`src/rtl/mmu_pkg.sv`:
```
// Shared types and width helpers for the MMU walker.
// State encoding, PTE layout and VPN/PPN width derivation.
package mmu_pkg;

  localparam int ADDR_W        = 16;
  localparam int PTE_VALID_BIT = 15;

  typedef enum logic [2:0] {
    IDLE,
    WALK_REQ,
    WALK_RSP,
    ACCESS,
    COMPLETE
  } state_t;

  function automatic int vpn_w(input int off);
    return ADDR_W - off;
  endfunction

  function automatic int ppn_w(input int off);
    return ADDR_W - off;
  endfunction

endpackage

```
`src/rtl/mmu_walker_if.sv`:
```
// Processor-side request/response bundle of the MMU walker.
// master = requester, slave = walker.
interface mmu_walker_if;

  logic        req;
  logic        we;
  logic [15:0] vaddr;
  logic [15:0] wdata;
  logic        flush;
  logic        ready;
  logic        done;
  logic        fault;
  logic [15:0] rdata;

  modport master (
    output req, we, vaddr, wdata, flush,
    input  ready, done, fault, rdata
  );

  modport slave (
    input  req, we, vaddr, wdata, flush,
    output ready, done, fault, rdata
  );

endinterface

```
`src/rtl/mmu_walker_tlb_cam.sv`:
```
// Fully associative translation cache with round-robin refill.
// Lookup is combinational; flush masks the lookup in the same cycle.
module tlb_cam
  import mmu_pkg::*;
#(
  parameter int ENTRIES = 4,
  parameter int VW      = 8,
  parameter int PW      = 8
) (
  input  logic          clock,
  input  logic          resetn,
  input  logic          flush,
  input  logic [VW-1:0] lookup_vpn,
  output logic          hit,
  output logic [PW-1:0] hit_ppn,
  input  logic          install,
  input  logic [VW-1:0] install_vpn,
  input  logic [PW-1:0] install_ppn
);

  localparam int IW = $clog2(ENTRIES);

  logic [ENTRIES-1:0] valid;
  logic [ENTRIES-1:0] match;
  logic [VW-1:0]      vpn_q [ENTRIES];
  logic [PW-1:0]      ppn_q [ENTRIES];
  logic [IW-1:0]      victim;

  always_comb begin
    match   = '0;
    hit_ppn = '0;
    for (int i = 0; i < ENTRIES; i++) begin
      match[i] = valid[i] && (vpn_q[i] == lookup_vpn);
      if (match[i]) hit_ppn = hit_ppn | ppn_q[i];
    end
    hit = (|match) && !flush;
  end

  always_ff @(posedge clock) begin
    if (!resetn) begin
      valid  <= '0;
      victim <= '0;
    end else if (flush) begin
      valid <= '0;
    end else if (install) begin
      valid[victim] <= 1'b1;
      victim        <= victim + 1'b1;
    end
  end

  always_ff @(posedge clock) begin
    if (resetn && !flush && install) begin
      vpn_q[victim] <= install_vpn;
      ppn_q[victim] <= install_ppn;
    end
  end

endmodule

```
`src/rtl/mmu_walker.sv`:
```
// Translating memory-access stage: cache lookup, page walk on
// miss, then one RAM access per request with a done/fault pulse.
module mmu_walker
  import mmu_pkg::*;
#(
  parameter int          ENTRIES     = 4,
  parameter int          OFFSET_BITS = 8,
  parameter logic [15:0] PT_BASE     = 16'hFE00
) (
  input  logic         clock,
  input  logic         resetn,
  mmu_walker_if.slave  bus,
  output logic [15:0]  miss_count,
  output logic [15:0]  mem_addr,
  output logic [15:0]  mem_wdata,
  output logic         mem_we,
  input  logic [15:0]  mem_rdata
);

  localparam int VW = vpn_w(OFFSET_BITS);
  localparam int PW = ppn_w(OFFSET_BITS);

  state_t        state, state_n;
  logic          lat_we;
  logic [15:0]   lat_vaddr;
  logic [15:0]   lat_wdata;
  logic [PW-1:0] lat_ppn;
  logic [15:0]   rdata_q;

  logic          idle, accept, flush_en;
  logic          hit, pte_ok, install;
  logic [PW-1:0] hit_ppn;
  logic [VW-1:0] req_vpn, lat_vpn;

  assign idle     = (state == IDLE);
  assign accept   = idle && bus.req;
  assign flush_en = idle && bus.flush;
  assign req_vpn  = bus.vaddr[15:OFFSET_BITS];
  assign lat_vpn  = lat_vaddr[15:OFFSET_BITS];
  assign pte_ok   = mem_rdata[PTE_VALID_BIT];
  assign install  = (state == WALK_RSP) && pte_ok;

  tlb_cam #(
    .ENTRIES (ENTRIES),
    .VW      (VW),
    .PW      (PW)
  ) u_cam (
    .clock       (clock),
    .resetn      (resetn),
    .flush       (flush_en),
    .lookup_vpn  (req_vpn),
    .hit         (hit),
    .hit_ppn     (hit_ppn),
    .install     (install),
    .install_vpn (lat_vpn),
    .install_ppn (mem_rdata[PW-1:0])
  );

  always_ff @(posedge clock) begin
    if (!resetn) state <= IDLE;
    else         state <= state_n;
  end

  always_ff @(posedge clock) begin
    if (!resetn) begin
      lat_we     <= 1'b0;
      lat_vaddr  <= '0;
      lat_wdata  <= '0;
      lat_ppn    <= '0;
      rdata_q    <= '0;
      miss_count <= '0;
    end else begin
      if (accept) begin
        lat_we    <= bus.we;
        lat_vaddr <= bus.vaddr;
        lat_wdata <= bus.wdata;
        lat_ppn   <= hit_ppn;
        if (!hit && miss_count != 16'hFFFF)
          miss_count <= miss_count + 16'd1;
      end
      if (install) lat_ppn <= mem_rdata[PW-1:0];
      if (state == COMPLETE && !lat_we) rdata_q <= mem_rdata;
    end
  end

  // Loads present RAM data during the done cycle itself.
  always_comb begin
    state_n   = state;
    bus.ready = 1'b0;
    bus.done  = 1'b0;
    bus.fault = 1'b0;
    bus.rdata = rdata_q;
    mem_addr  = '0;
    mem_wdata = '0;
    mem_we    = 1'b0;
    unique case (state)
      IDLE: begin
        bus.ready = 1'b1;
        if (bus.req) state_n = hit ? ACCESS : WALK_REQ;
      end
      WALK_REQ: begin
        mem_addr = PT_BASE + 16'(lat_vpn);
        state_n  = WALK_RSP;
      end
      WALK_RSP: begin
        if (pte_ok) begin
          state_n = ACCESS;
        end else begin
          bus.fault = resetn;
          state_n   = IDLE;
        end
      end
      ACCESS: begin
        mem_addr  = {lat_ppn, lat_vaddr[OFFSET_BITS-1:0]};
        mem_we    = lat_we;
        mem_wdata = lat_wdata;
        state_n   = COMPLETE;
      end
      COMPLETE: begin
        bus.done = resetn;
        if (!lat_we) bus.rdata = mem_rdata;
        state_n = IDLE;
      end
      default: state_n = IDLE;
    endcase
  end

endmodule

```
`src/flat_wrapper.sv`:
```
// flat-port wrapper written by rule: the top's interface ports become plain ports
module mmu_walker_flat import mmu_pkg::*;
#(
  parameter int          ENTRIES     = 4,
  parameter int          OFFSET_BITS = 8,
  parameter logic [15:0] PT_BASE     = 16'hFE00
)
  (clock, resetn, miss_count, mem_addr, mem_wdata, mem_we, mem_rdata, bus_req, bus_we, bus_vaddr, bus_wdata, bus_flush, bus_ready, bus_done, bus_fault, bus_rdata);
  mmu_walker_if bus_i ();
  input  logic clock;
  input  logic resetn;
  output logic [15:0] miss_count;
  output logic [15:0] mem_addr;
  output logic [15:0] mem_wdata;
  output logic mem_we;
  input  logic [15:0] mem_rdata;
  input wire logic [$bits(bus_i.req)-1:0] bus_req;
  input wire logic [$bits(bus_i.we)-1:0] bus_we;
  input wire logic [$bits(bus_i.vaddr)-1:0] bus_vaddr;
  input wire logic [$bits(bus_i.wdata)-1:0] bus_wdata;
  input wire logic [$bits(bus_i.flush)-1:0] bus_flush;
  output wire logic [$bits(bus_i.ready)-1:0] bus_ready;
  output wire logic [$bits(bus_i.done)-1:0] bus_done;
  output wire logic [$bits(bus_i.fault)-1:0] bus_fault;
  output wire logic [$bits(bus_i.rdata)-1:0] bus_rdata;
  assign bus_i.req = bus_req;
  assign bus_i.we = bus_we;
  assign bus_i.vaddr = bus_vaddr;
  assign bus_i.wdata = bus_wdata;
  assign bus_i.flush = bus_flush;
  assign bus_ready = bus_i.ready;
  assign bus_done = bus_i.done;
  assign bus_fault = bus_i.fault;
  assign bus_rdata = bus_i.rdata;
  mmu_walker #(.ENTRIES(ENTRIES), .OFFSET_BITS(OFFSET_BITS), .PT_BASE(PT_BASE)) u_core (.clock(clock), .resetn(resetn), .bus(bus_i), .miss_count(miss_count), .mem_addr(mem_addr), .mem_wdata(mem_wdata), .mem_we(mem_we), .mem_rdata(mem_rdata));
endmodule
```
`config.mk`:
```
export PLATFORM = sky130hd
export DESIGN_NAME = mmu_walker_flat
export DESIGN_NICKNAME = d
export VERILOG_FILES = /design/src/rtl/mmu_pkg.sv /design/src/rtl/mmu_walker_if.sv /design/src/rtl/mmu_walker_tlb_cam.sv /design/src/rtl/mmu_walker.sv /design/src/flat_wrapper.sv
export SDC_FILE = /design/constraint.sdc
export NUM_CORES = 1
export LEC_CHECK = 0
export CORE_MARGIN = 4
export CORE_UTILIZATION = 50
export DETAILED_ROUTE_END_ITERATION = 8
export PLACE_DENSITY = 0.78
export SYNTH_ARGS = -nofsm -noshare
export SYNTH_HDL_FRONTEND = slang
export SYNTH_HIERARCHICAL = 1
export SYNTH_SLANG_ARGS = --single-unit
export TNS_END_PERCENT = 20
```
`constraint.sdc`:
```
create_clock -name clock -period 6.2 [get_ports clock]
set_input_delay 0.62 -clock clock [delete_from_list [all_inputs] [get_ports clock]]
set_output_delay 0.62 -clock clock [all_outputs]
set_load 0.01 [all_outputs]
```
==> run_results.csv, run 1 <==
group,metric,value,unit
clocking,clk_pin_slew,0.05,ns
power_and_ir_drop,p_per_area,278,nW/µm²
global_route,grt_usage,22.8,%
sta,post-route-period-util,56.5,%
sta,setup_viol,0,
floorplan,fp.dieH,120,µm
worst_hold_path,hold_path_class,"flip-flop to flip-flop",
sta,worst_slack,2.70,ns
route,wl_per_cell,17.9,µm
placed_design,gp_routability_congestion,0.892,
yosys,async_flop_share,0,%
sta,drv_slew,0,
clocking,cts_tree,"done",
yosys,syn-num-nets,653,
clocking,h-tree-depth,4,
clocking,postCtsSetupBuffers,0,
critical_path,crit_fanout,41,
clocking,numCtsBuffers,17,
global_route,grt_pass1_wl,25900,µm
yosys,synth_compound_area_share,9.03,%
yosys,synth-xor-area-share,5.42,%
route,firstDrtPassIters,6,
critical_path,rr_endpoint,"u_core/u_cam/ppn_q[3][5]",
placed_design,post_dp_cell_area,7590,µm²
yosys,seq_area_frac_synth,56.5,%
layout,fin_nets,762,
sta,fin_crit,3.50,ns
floorplan,num_rows,40,
placed_design,port_buffers,120,
flow_run,maxCapViolCount,0,
route,drc,0,
yosys,ys_types,43,
placed_design,place_ws,2.67,ns
layout,drive_gt1_share,9.21,%
clocking,numClockSinks,146,
route,vias,4950,
critical_path,reg2reg_slack,2.78,ns
route,antenna_left,0,
sta,fin_skew,0.00824,ns
floorplan,fp.dieW,120,µm
clocking,root_buffer,"clkbuf_16",
clocking,hold_buffers,0,
floorplan,initial_core_util,51.9,%
power_and_ir_drop,ir_worst_vdd,0.216,mV
clocking,cts_buffer_depth,2,
yosys,ys_warn_count,6,
floorplan,core_area,12200,µm²
yosys,synth_edf_count,64,
clocking,clock_latency,0.42,ns
sta,max_freq,285,MHz
critical_path,endpoint_kind,"output pin",
sta,worst_slew_pin_slew,1.08,ns
yosys,synthFlopType,"dfxtp_1",
layout,fin_cells,885,
clocking,cts_resized,0,
yosys,yosys-mux-area-fraction,4.92,%
floorplan,io_pins,121,
worst_hold_path,min_path_cells,2,
critical_path,startpoint_type,"flip-flop",
sta,hold_violations,0,
sta,rsz0062_at_grt,"no",
yosys,netlist_area,6310,µm²
route,drtIter0Drc,440,
yosys,syn_inst,595,
global_route,grt_pass1_vias,4871,
outcome,status,"completed",
worst_hold_path,holdCritStartpoint,"u_core/lat_wdata[4]",
worst_hold_path,whs_endpoint,"u_core/lat_wdata[4]",
critical_path,required,5.58,ns
critical_path,cp.arrival,2.88,ns
layout,areaGrowthSynthToFinish,30.3,%
yosys,yosys.area_share.simple,19.4,%
placed_design,dp_hpwl,10500,µm
yosys,synthAdderAreaFrac,0.992,%
layout,num_antenna_cells,0,
yosys,synth_top_family_by_area,"simple AND/OR/NAND/NOR gates",
yosys,synth-seq-cells,146,
layout,postLayoutCellArea,8210,µm²
global_route,antenna_found_initial,0,
power_and_ir_drop,power_leakage,2.95,nW
sta,max_slew_margin,27.8,%
power_and_ir_drop,power,2.28,mW
critical_path,crit_type,"flip-flop to output pin",
sta,finalSetupTns,0,ns
floorplan,dieArea,14500,µm²
global_route,grt_max_degree,54,
global_route,grt_overflow_total,0,
critical_path,r2r-start,"u_core/state[1]",
route,viasPerCell,5.59,
placed_design,numPlacedInstances,853,
critical_path,r2r_cells,6,
route,routed_wl,15800,µm
yosys,avgSynthCellArea,10.6,µm²
## worst max-delay path by stage
stage / cells after the start / slack (ns) / endpoint / from
after detailed placement: 9 / 2.67 / u_core/miss_count[10] / bus_vaddr[9]
final: 4 / 2.70 / bus_rdata[5] / u_core/state[1]
after global routing: 6 / 2.49 / u_core/u_cam/ppn_q[3][5] / u_core/state[1]
after global placement: 9 / 2.74 / u_core/miss_count[8] / bus_vaddr[9]
after CTS: 5 / 2.70 / bus_done / resetn
after floorplan: 10 / 3.60 / u_core/miss_count[10] / bus_vaddr[10]
## metal layers
layer  global-route usage (%)  part of all wire, %  vias to the layer above
met2                     35.6                   47                      223
met3                     6.88                  7.7                       25
met5                        0                    0                        -
met1                     30.9                   43                     2385
met4                     6.94                  1.7                        0
li1                         -                    -                     2317
## cell usage in the layout (no fill, tap or decap), drive strengths merged, types with 4 or more instances in the layout
| master | count |
|---|---|
| nand2 | 108 |
| dfxtp | 82 |
| mux2i | 13 |
| a311oi | 8 |
| bufinv | 4 |
| nand4 | 8 |
| edfxtp | 64 |
| or4 | 6 |
| nor2 | 28 |
| a22oi | 16 |
| nor4b | 4 |
| clkdlybuf4s50 | 120 |
| a21oi | 58 |
| and2 | 18 |
| nor2b | 4 |
| o31ai | 5 |
| inv | 14 |
| ha | 5 |
| nand3 | 11 |
| nor4 | 5 |
| xnor2 | 33 |
| nor3 | 6 |
| o21ai | 5 |
| and3 | 24 |
| nand2b | 6 |
| mux2 | 16 |
| clkinv | 7 |
| clkbuf | 20 |
| buf | 5 |
| or3 | 5 |
## layout make-up
| class | instances | area [µm²] |
|---|---|---|
| Sequential cell | 146 | 3560 |
| Clock buffer | 20 | 457 |
| Multi-Input combinational cell | 400 | 2530 |
| Inverter | 14 | 52.6 |
| Tap cell | 168 | 210 |
| Timing Repair Buffer | 125 | 1240 |
| Clock inverter | 12 | 161 |
| Fill cell | 908 | 3950 |
## worst max-delay path: stages (launching register included)
cell and delay, ns:
dfxtp_1 0.29, buf_4 0.28, nor4b_4 0.94, mux2_2 0.43, clkdlybuf4s50_1 0.51
## cells in the mapped netlist, types with 11 or more instances
cell type	n	area share, %
nor2_1	28	1.7
dfxtp_1	82	26
and2_1	18	1.8
edfxtp_1	64	30
a22oi_1	16	1.9
a21oi_1	58	4.6
and3_1	24	2.4
nand2_1	108	6.4
nand3_1	11	0.87
inv_1	13	0.77
xnor2_1	29	4.0
mux2_2	16	2.9
mux2i_1	13	2.1
clkbuf_1	23	1.4
## report_power, final
group / switching (mW) / leakage (nW) / internal, mW
combinational: 0.0964 / 1.39 / 0.0799
sequential: 0.0178 / 1.25 / 1.03
clock: 0.373 / 0.307 / 0.688
total: 0.487 / 2.94 / 1.79
## logic make-up (layout without fill, tap and decap cells)
| kind of cell | after synthesis | after routing |
|---|---|---|
| multiplexers | 29 | 29 |
| flip-flops | 146 | 146 |
| XOR/XNOR | 33 | 33 |
| AND/OR/NAND/NOR | 238 | 238 |
| AO/OA/AOI/OAI | 95 | 95 |
| adder cells (fa/ha/maj) | 5 | 5 |
| buffers and inverters | 49 | 171 |
## registers in the layout, summed over array words and instances (netlist names)
signal / count
u_core/lat_wdata: 16
u_core/u_cam/valid: 4
u_core/u_cam/ppn_q: 32
u_core/lat_vaddr: 16
u_core/state: 3
u_core/miss_count: 16
u_core/u_cam/vpn_q: 32
u_core/u_cam/victim: 2
u_core/rdata_q: 16
u_core/lat_ppn: 8
u_core/lat_we: 1
## through the flow
stage | hold slack [ns] | util [%]
finish | 0.450 | 67.5
global route | 0.468 | 67.5
CTS | 0.452 | 67.5
detailed placement | 0.444 | 62.4
global placement | 0.438 | 62.4
floorplan | 0.432 | -
No activity file was read; power rests on OpenSTA's default activity.
==> inputs of run 2 (changes only) <==
--- a/config.mk
+++ b/config.mk
@@ -6,9 +6,9 @@
 export NUM_CORES = 1
 export LEC_CHECK = 0
 export CORE_MARGIN = 4
-export CORE_UTILIZATION = 50
+export CORE_UTILIZATION = 47
 export DETAILED_ROUTE_END_ITERATION = 8
-export PLACE_DENSITY = 0.78
+export PLACE_DENSITY = 0.77
 export SYNTH_ARGS = -nofsm -noshare
 export SYNTH_HDL_FRONTEND = slang
 export SYNTH_HIERARCHICAL = 1
==> constraint.sdc (replaced) <==
create_clock -name clock -period 3.01 [get_ports clock]
set_input_delay 0.301 -clock clock [delete_from_list [all_inputs] [get_ports clock]]
set_output_delay 0.301 -clock clock [all_outputs]
set_load 0.01 [all_outputs]
==> run 2 against run 1 <==
  * Cell area grew 1.6%
  * Sequential share of layout area shrank 0.70 points
  * Routed wire length grew 3.2%
  * Die area grew 5.9%
  * Non-clock buffer count grew 22
  * Total power grew 100%
  * Worst setup slack lost 2.5 ns
  * Clock skew shrank 0.0035 ns
  * Global-route usage shrank 0.79 points
==> run_results.csv, run 2 (same netlist as run 1, synthesis figures left out) <==
group,metric,value,unit
clocking,hold_buffers,0,
route,wl_per_cell,17.9,µm
route,firstDrtPassIters,4,
power_and_ir_drop,power_leakage,3.03,nW
worst_hold_path,hold_path_class,"input pin to flip-flop",
placed_design,port_buffers,120,
route,vias,5034,
floorplan,core_area,13200,µm²
sta,worst_slew_pin_slew,0.796,ns
floorplan,io_pins,121,
clocking,clk_pin_slew,0.05,ns
power_and_ir_drop,p_clk_share,45.1,%
worst_hold_path,min_path_cells,3,
clocking,clock_latency,0.40,ns
critical_path,reg2reg_slack,0.34,ns
layout,reg_top3,"u_core/u_cam/ppn_q: 32 flops, u_core/u_cam/vpn_q: 32 flops",
route,antenna_left,0,
outcome,status,"completed",
layout,finalCoreUtilization,63.3,%
route,viasPerCell,5.50,
clocking,numClockSinks,146,
critical_path,path_cells,"clkdlybuf4s50_1 > xnor2_1 > nand3_1 > nor3_4 > nor4_1 > buf_4 > nor2_1 > or4_1 > or3_1 > a21oi_1",
critical_path,endpoint_kind,"flip-flop",
sta,max_slew_margin,46.9,%
sta,max_freq,360,MHz
floorplan,initial_core_util,47.8,%
layout,final_cell_mix,"120 x clkdlybuf4s50_1, 108 x nand2_1, 82 x dfxtp_1",
clocking,numCtsBuffers,17,
sta,drv_slew,0,
critical_path,setup.worst_path.start,"bus_vaddr[15]",
flow_run,maxCapViolCount,0,
critical_path,cp.arrival,3.11,ns
layout,drive_gt1_share,11.1,%
global_route,grt_max_degree,53,
layout,num_antenna_cells,0,
global_route,grt_pass1_wl,25900,µm
layout,multi_input_area,2520,µm²
sta,setup_viol,0,
critical_path,required,3.34,ns
layout,seq_area,3560,µm²
layout,fin_nets,784,
layout,areaGrowthSynthToFinish,32.4,%
floorplan,num_rows,42,
global_route,antenna_found_initial,0,
critical_path,slowest_delay,0.68,ns
floorplan,fp.dieW,124,µm
clocking,cts_buffer_depth,2,
floorplan,fp.dieH,124,µm
sta,fin_crit,2.78,ns
layout,layout_commonest_cell,"clkdlybuf4s50_1",
critical_path,path_buf_inv,2,
floorplan,dieArea,15300,µm²
clocking,h-tree-depth,4,
clocking,root_buffer,"clkbuf_16",
power_and_ir_drop,p_per_area,551,nW/µm²
global_route,grt_usage,22.0,%
critical_path,r2r_cells,9,
sta,rsz0062_at_grt,"no",
sta,finalSetupTns,0,ns
critical_path,crit_fanout,8,
global_route,grt_overflow_total,0,
clocking,cts_tree,"done",
layout,fill_cells,1035,
route,drtIter0Drc,384,
route,routed_wl,16400,µm
power_and_ir_drop,internal-power,3.60,mW
power_and_ir_drop,swShare,21.8,%
layout,fin_cells,915,
worst_hold_path,whs_endpoint,"u_core/lat_wdata[11]",
route,drc,0,
sta,hold_violations,0,
power_and_ir_drop,p_seq_share,46.8,%
clocking,cts_resized,0,
worst_hold_path,holdCritStartpoint,"bus_wdata[11]",
sta,whs,0.446,ns
power_and_ir_drop,ir_worst_vdd,0.362,mV
critical_path,startpoint_type,"input pin",
clocking,postCtsSetupBuffers,0,
placed_design,numPlacedInstances,883,
global_route,grt_pass1_vias,5252,
placed_design,dp_hpwl,11000,µm
power_and_ir_drop,p_sw,1.00,mW
critical_path,crit_slowest_cell,"clkdlybuf4s50_1",
placed_design,gp_routability_congestion,0.856,
power_and_ir_drop,pwr-share-comb,8.1,%
critical_path,r2r-start,"u_core/u_cam/vpn_q[2][1]",
critical_path,crit_type,"input pin to flip-flop",
critical_path,rr_endpoint,"u_core/miss_count[8]",
sta,fin_skew,0.00472,ns
power_and_ir_drop,power,4.60,mW
critical_path,path_delay_family,"simple AND/OR/NAND/NOR gates",
sta,post-route-period-util,92.3,%
==> run 2: worst max path at each step <==
stage,to,slack [ns],cells past startpoint
final,u_core/miss_count[8],0.23,10
after global routing,u_core/miss_count[10],0.13,10
after CTS,u_core/miss_count[8],0.25,10
after detailed placement,u_core/miss_count[8],-0.12,10
after global placement,u_core/miss_count[8],0.09,10
after floorplan,u_core/u_cam/ppn_q[2][0],0.57,5
==> run 2: tightest hold or removal path: cells and delay by family <==
family / cells / cell delay [ns]
AOI/OAI and AO/OA: 1 / 0.05
and+or+nand+nor: 1 / 0.06
buffers and inverters: 1 / 0.40
==> run 2: layout make-up <==
type                       instances  area share [%]
multi-input combinational        400            30.2
tap                              176            2.64
clock inverter                    12            1.65
clock buffer                      20            5.35
timing repair buffer             147            16.8
sequential                       146            42.7
inverter                          14           0.629
==> run 2: power by group through the flow <==
stage | Combinational [mW] | Clock [mW] | Sequential [mW]
finish | 0.374 | 2.08 | 2.15
floorplan | 0.204 | 0 | 2.18
CTS | 0.373 | 2.10 | 2.15
detailed placement | 0.370 | 0 | 2.19
global placement | 0.361 | 0 | 2.19
global route | 0.404 | 2.20 | 2.16
==> run 2: per-stage QoR <==
step                      worst slack [ns]  area (µm²)
after floorplan                      0.574        6310
after global placement              0.0898        7760
after detailed placement            -0.120        7760
after CTS                            0.253        8350
after global routing                 0.134        8350
final                                0.232        8350
==> run 2: metal layers <==
layer / up-vias / track usage [%] / wire [µm]
met5: - / 0 / 0
met4: 0 / 7.82 / 255
met3: 21 / 5.31 / 1150
met2: 210 / 37.6 / 8200
met1: 2450 / 27.2 / 6740
li1: 2353 / - / -
==> inputs of run 3 (changes only) <==
--- a/config.mk
+++ b/config.mk
@@ -6,9 +6,9 @@
 export NUM_CORES = 1
 export LEC_CHECK = 0
 export CORE_MARGIN = 4
-export CORE_UTILIZATION = 47
+export CORE_UTILIZATION = 25
 export DETAILED_ROUTE_END_ITERATION = 8
-export PLACE_DENSITY = 0.77
+export PLACE_DENSITY = 0.45
 export SYNTH_ARGS = -nofsm -noshare
 export SYNTH_HDL_FRONTEND = slang
 export SYNTH_HIERARCHICAL = 1
==> constraint.sdc (replaced) <==
create_clock -name clock -period 3.3 [get_ports clock]
set_input_delay 0.33 -clock clock [delete_from_list [all_inputs] [get_ports clock]]
set_output_delay 0.33 -clock clock [all_outputs]
set_load 0.01 [all_outputs]
==> run 3 against run 2 <==
  * First-iteration DRC count decreased by 32%
  * Cell count increased by 15%
  * Highest routed layer unchanged
  * Register-to-register slack improved by 0.34 ns
  * Sequential power decreased by 9%
  * Utilization decreased by 29 points
==> run_results.csv, run 3 (same netlist as run 1, synthesis figures left out) <==
group,metric,value,unit
global_route,grt_max_degree,53,
route,route.met3.wl,617,µm
route,top_layer_used,"met4",
sta,post-route-period-util,84.3,%
layout,areaGrowthSynthToFinish,34.4,%
floorplan,initial_core_util,25.7,%
sta,rsz0062_at_grt,"no",
placed_design,port_buffers,120,
sta,worst_slew_pin_slew,0.806,ns
floorplan,core_area,24500,µm²
route,viasPerCell,4.57,
clocking,cts_resized,0,
flow_run,maxCapViolCount,0,
floorplan,dieArea,27800,µm²
layout,finalCoreUtilization,34.6,%
critical_path,slowest_delay,0.58,ns
sta,finalSetupTns,0,ns
critical_path,setup.worst_path.start,"u_core/state[0]",
route,drc,0,
clocking,hold_buffers,0,
clocking,clock_latency,0.41,ns
sta,setup_viol,0,
layout,num_antenna_cells,0,
global_route,antenna_found_initial,0,
placed_design,post_dp_cell_area,7890,µm²
critical_path,reg2reg_slack,0.68,ns
clocking,postCtsSetupBuffers,0,
critical_path,path_cells,"nand2b_1 > a21oi_1 > clkdlybuf4s50_1",
layout,reg_top3,"u_core/u_cam/ppn_q: 32 flops, u_core/u_cam/vpn_q: 32 flops",
critical_path,required,2.97,ns
power_and_ir_drop,p_per_area,496,nW/µm²
outcome,status,"completed",
critical_path,crit_type,"flip-flop to output pin",
floorplan,fp.dieH,167,µm
critical_path,path_delay_family,"buffers and inverters",
sta,drv_slew,0,
worst_hold_path,holdCritStartpoint,"u_core/lat_wdata[2]",
route,firstDrtPassIters,5,
layout,postLayoutCellArea,8480,µm²
power_and_ir_drop,ir_worst_vdd,0.321,mV
global_route,grt_overflow_total,0,
clocking,cts_buffer_depth,2,
floorplan,num_rows,57,
route,routed_wl,17900,µm
layout,layout_commonest_cell,"clkdlybuf4s50_1",
route,vias,4823,
route,wl_per_cell,17.0,µm
clocking,clk_pin_slew,0.06,ns
critical_path,cp.arrival,2.45,ns
placed_design,gp_routability_congestion,0.773,
critical_path,startpoint_type,"flip-flop",
sta,fin_crit,2.78,ns
layout,fin_nets,776,
critical_path,crit_fanout,15,
layout,drive_gt1_share,11.1,%
route,wl_met1,8500,µm
sta,hold_violations,0,
sta,fin_skew,0.00661,ns
clocking,root_buffer,"clkbuf_16",
floorplan,fp.dieW,167,µm
floorplan,io_pins,121,
critical_path,endpoint_kind,"output pin",
placed_design,dp_hpwl,12300,µm
sta,max_freq,359,MHz
clocking,numCtsBuffers,17,
critical_path,path_buf_inv,1,
critical_path,r2r-start,"u_core/u_cam/vpn_q[2][1]",
global_route,grt_usage,12.9,%
sta,max_slew_margin,46.3,%
worst_hold_path,hold_path_class,"flip-flop to flip-flop",
global_route,grt_pass1_vias,4866,
critical_path,crit_slowest_cell,"clkdlybuf4s50_1",
power_and_ir_drop,power,4.21,mW
clocking,cts_tree,"done",
global_route,grt_pass1_wl,28300,µm
route,antenna_left,0,
power_and_ir_drop,power_leakage,2.99,nW
route,wl_met2,8480,µm
layout,final_cell_mix,"120 x clkdlybuf4s50_1, 108 x nand2_1, 81 x dfxtp_1",
route,drtIter0Drc,262,
clocking,numClockSinks,146,
clocking,h-tree-depth,4,
[run 3: metal layers]
metal / GRT usage, % / up-vias
li1: - / 2348
met1: 17.1 / 2357
met3: 2.65 / 18
met4: 4.66 / 0
met2: 21.0 / 100
met5: 0 / -
[run 3: tightest hold or removal path, delay by kind of cell, from the launching register on]
family | cells | cell delay (ns)
AO/OA/AOI/OAI | 1 | 0.05
flip-flops | 1 | 0.30
AND/OR/NAND/NOR | 1 | 0.05
[run 3: area by class of cell]
class,count,area [µm²]
Clock buffer,17,425
Clock inverter,15,161
Timing Repair Buffer,139,1340
Sequential cell,146,3560
Inverter,14,52.6
Fill cell,2531,16100
Tap cell,324,405
Multi-Input combinational cell,400,2520
[run 3: final timing paths]
check	cells past startpoint	to
setup / recovery	3	mem_addr[10]
hold / removal	2	u_core/lat_wdata[2]
setup reg to reg	9	u_core/miss_count[14]
hold reg to reg	2	u_core/lat_wdata[2]
[run 3: report_power, final]
part           internal [mW]  total, mW  switching (mW)
logic                  0.154      0.335           0.181
clock network           1.12       1.91           0.788
registers               1.93       1.96          0.0380
total                   3.20       4.21            1.01
[run 3: metrics by stage]
step | setup WS [ns] | hold WS (ns) | std cells
finish | 0.517 | 0.450 | 1055
global route | 0.367 | 0.462 | 1055
CTS | 0.443 | 0.440 | 1055
detailed placement | 0.108 | 0.444 | 1023
global placement | 0.153 | 0.438 | 1023
floorplan | 0.864 | 0.429 | 595
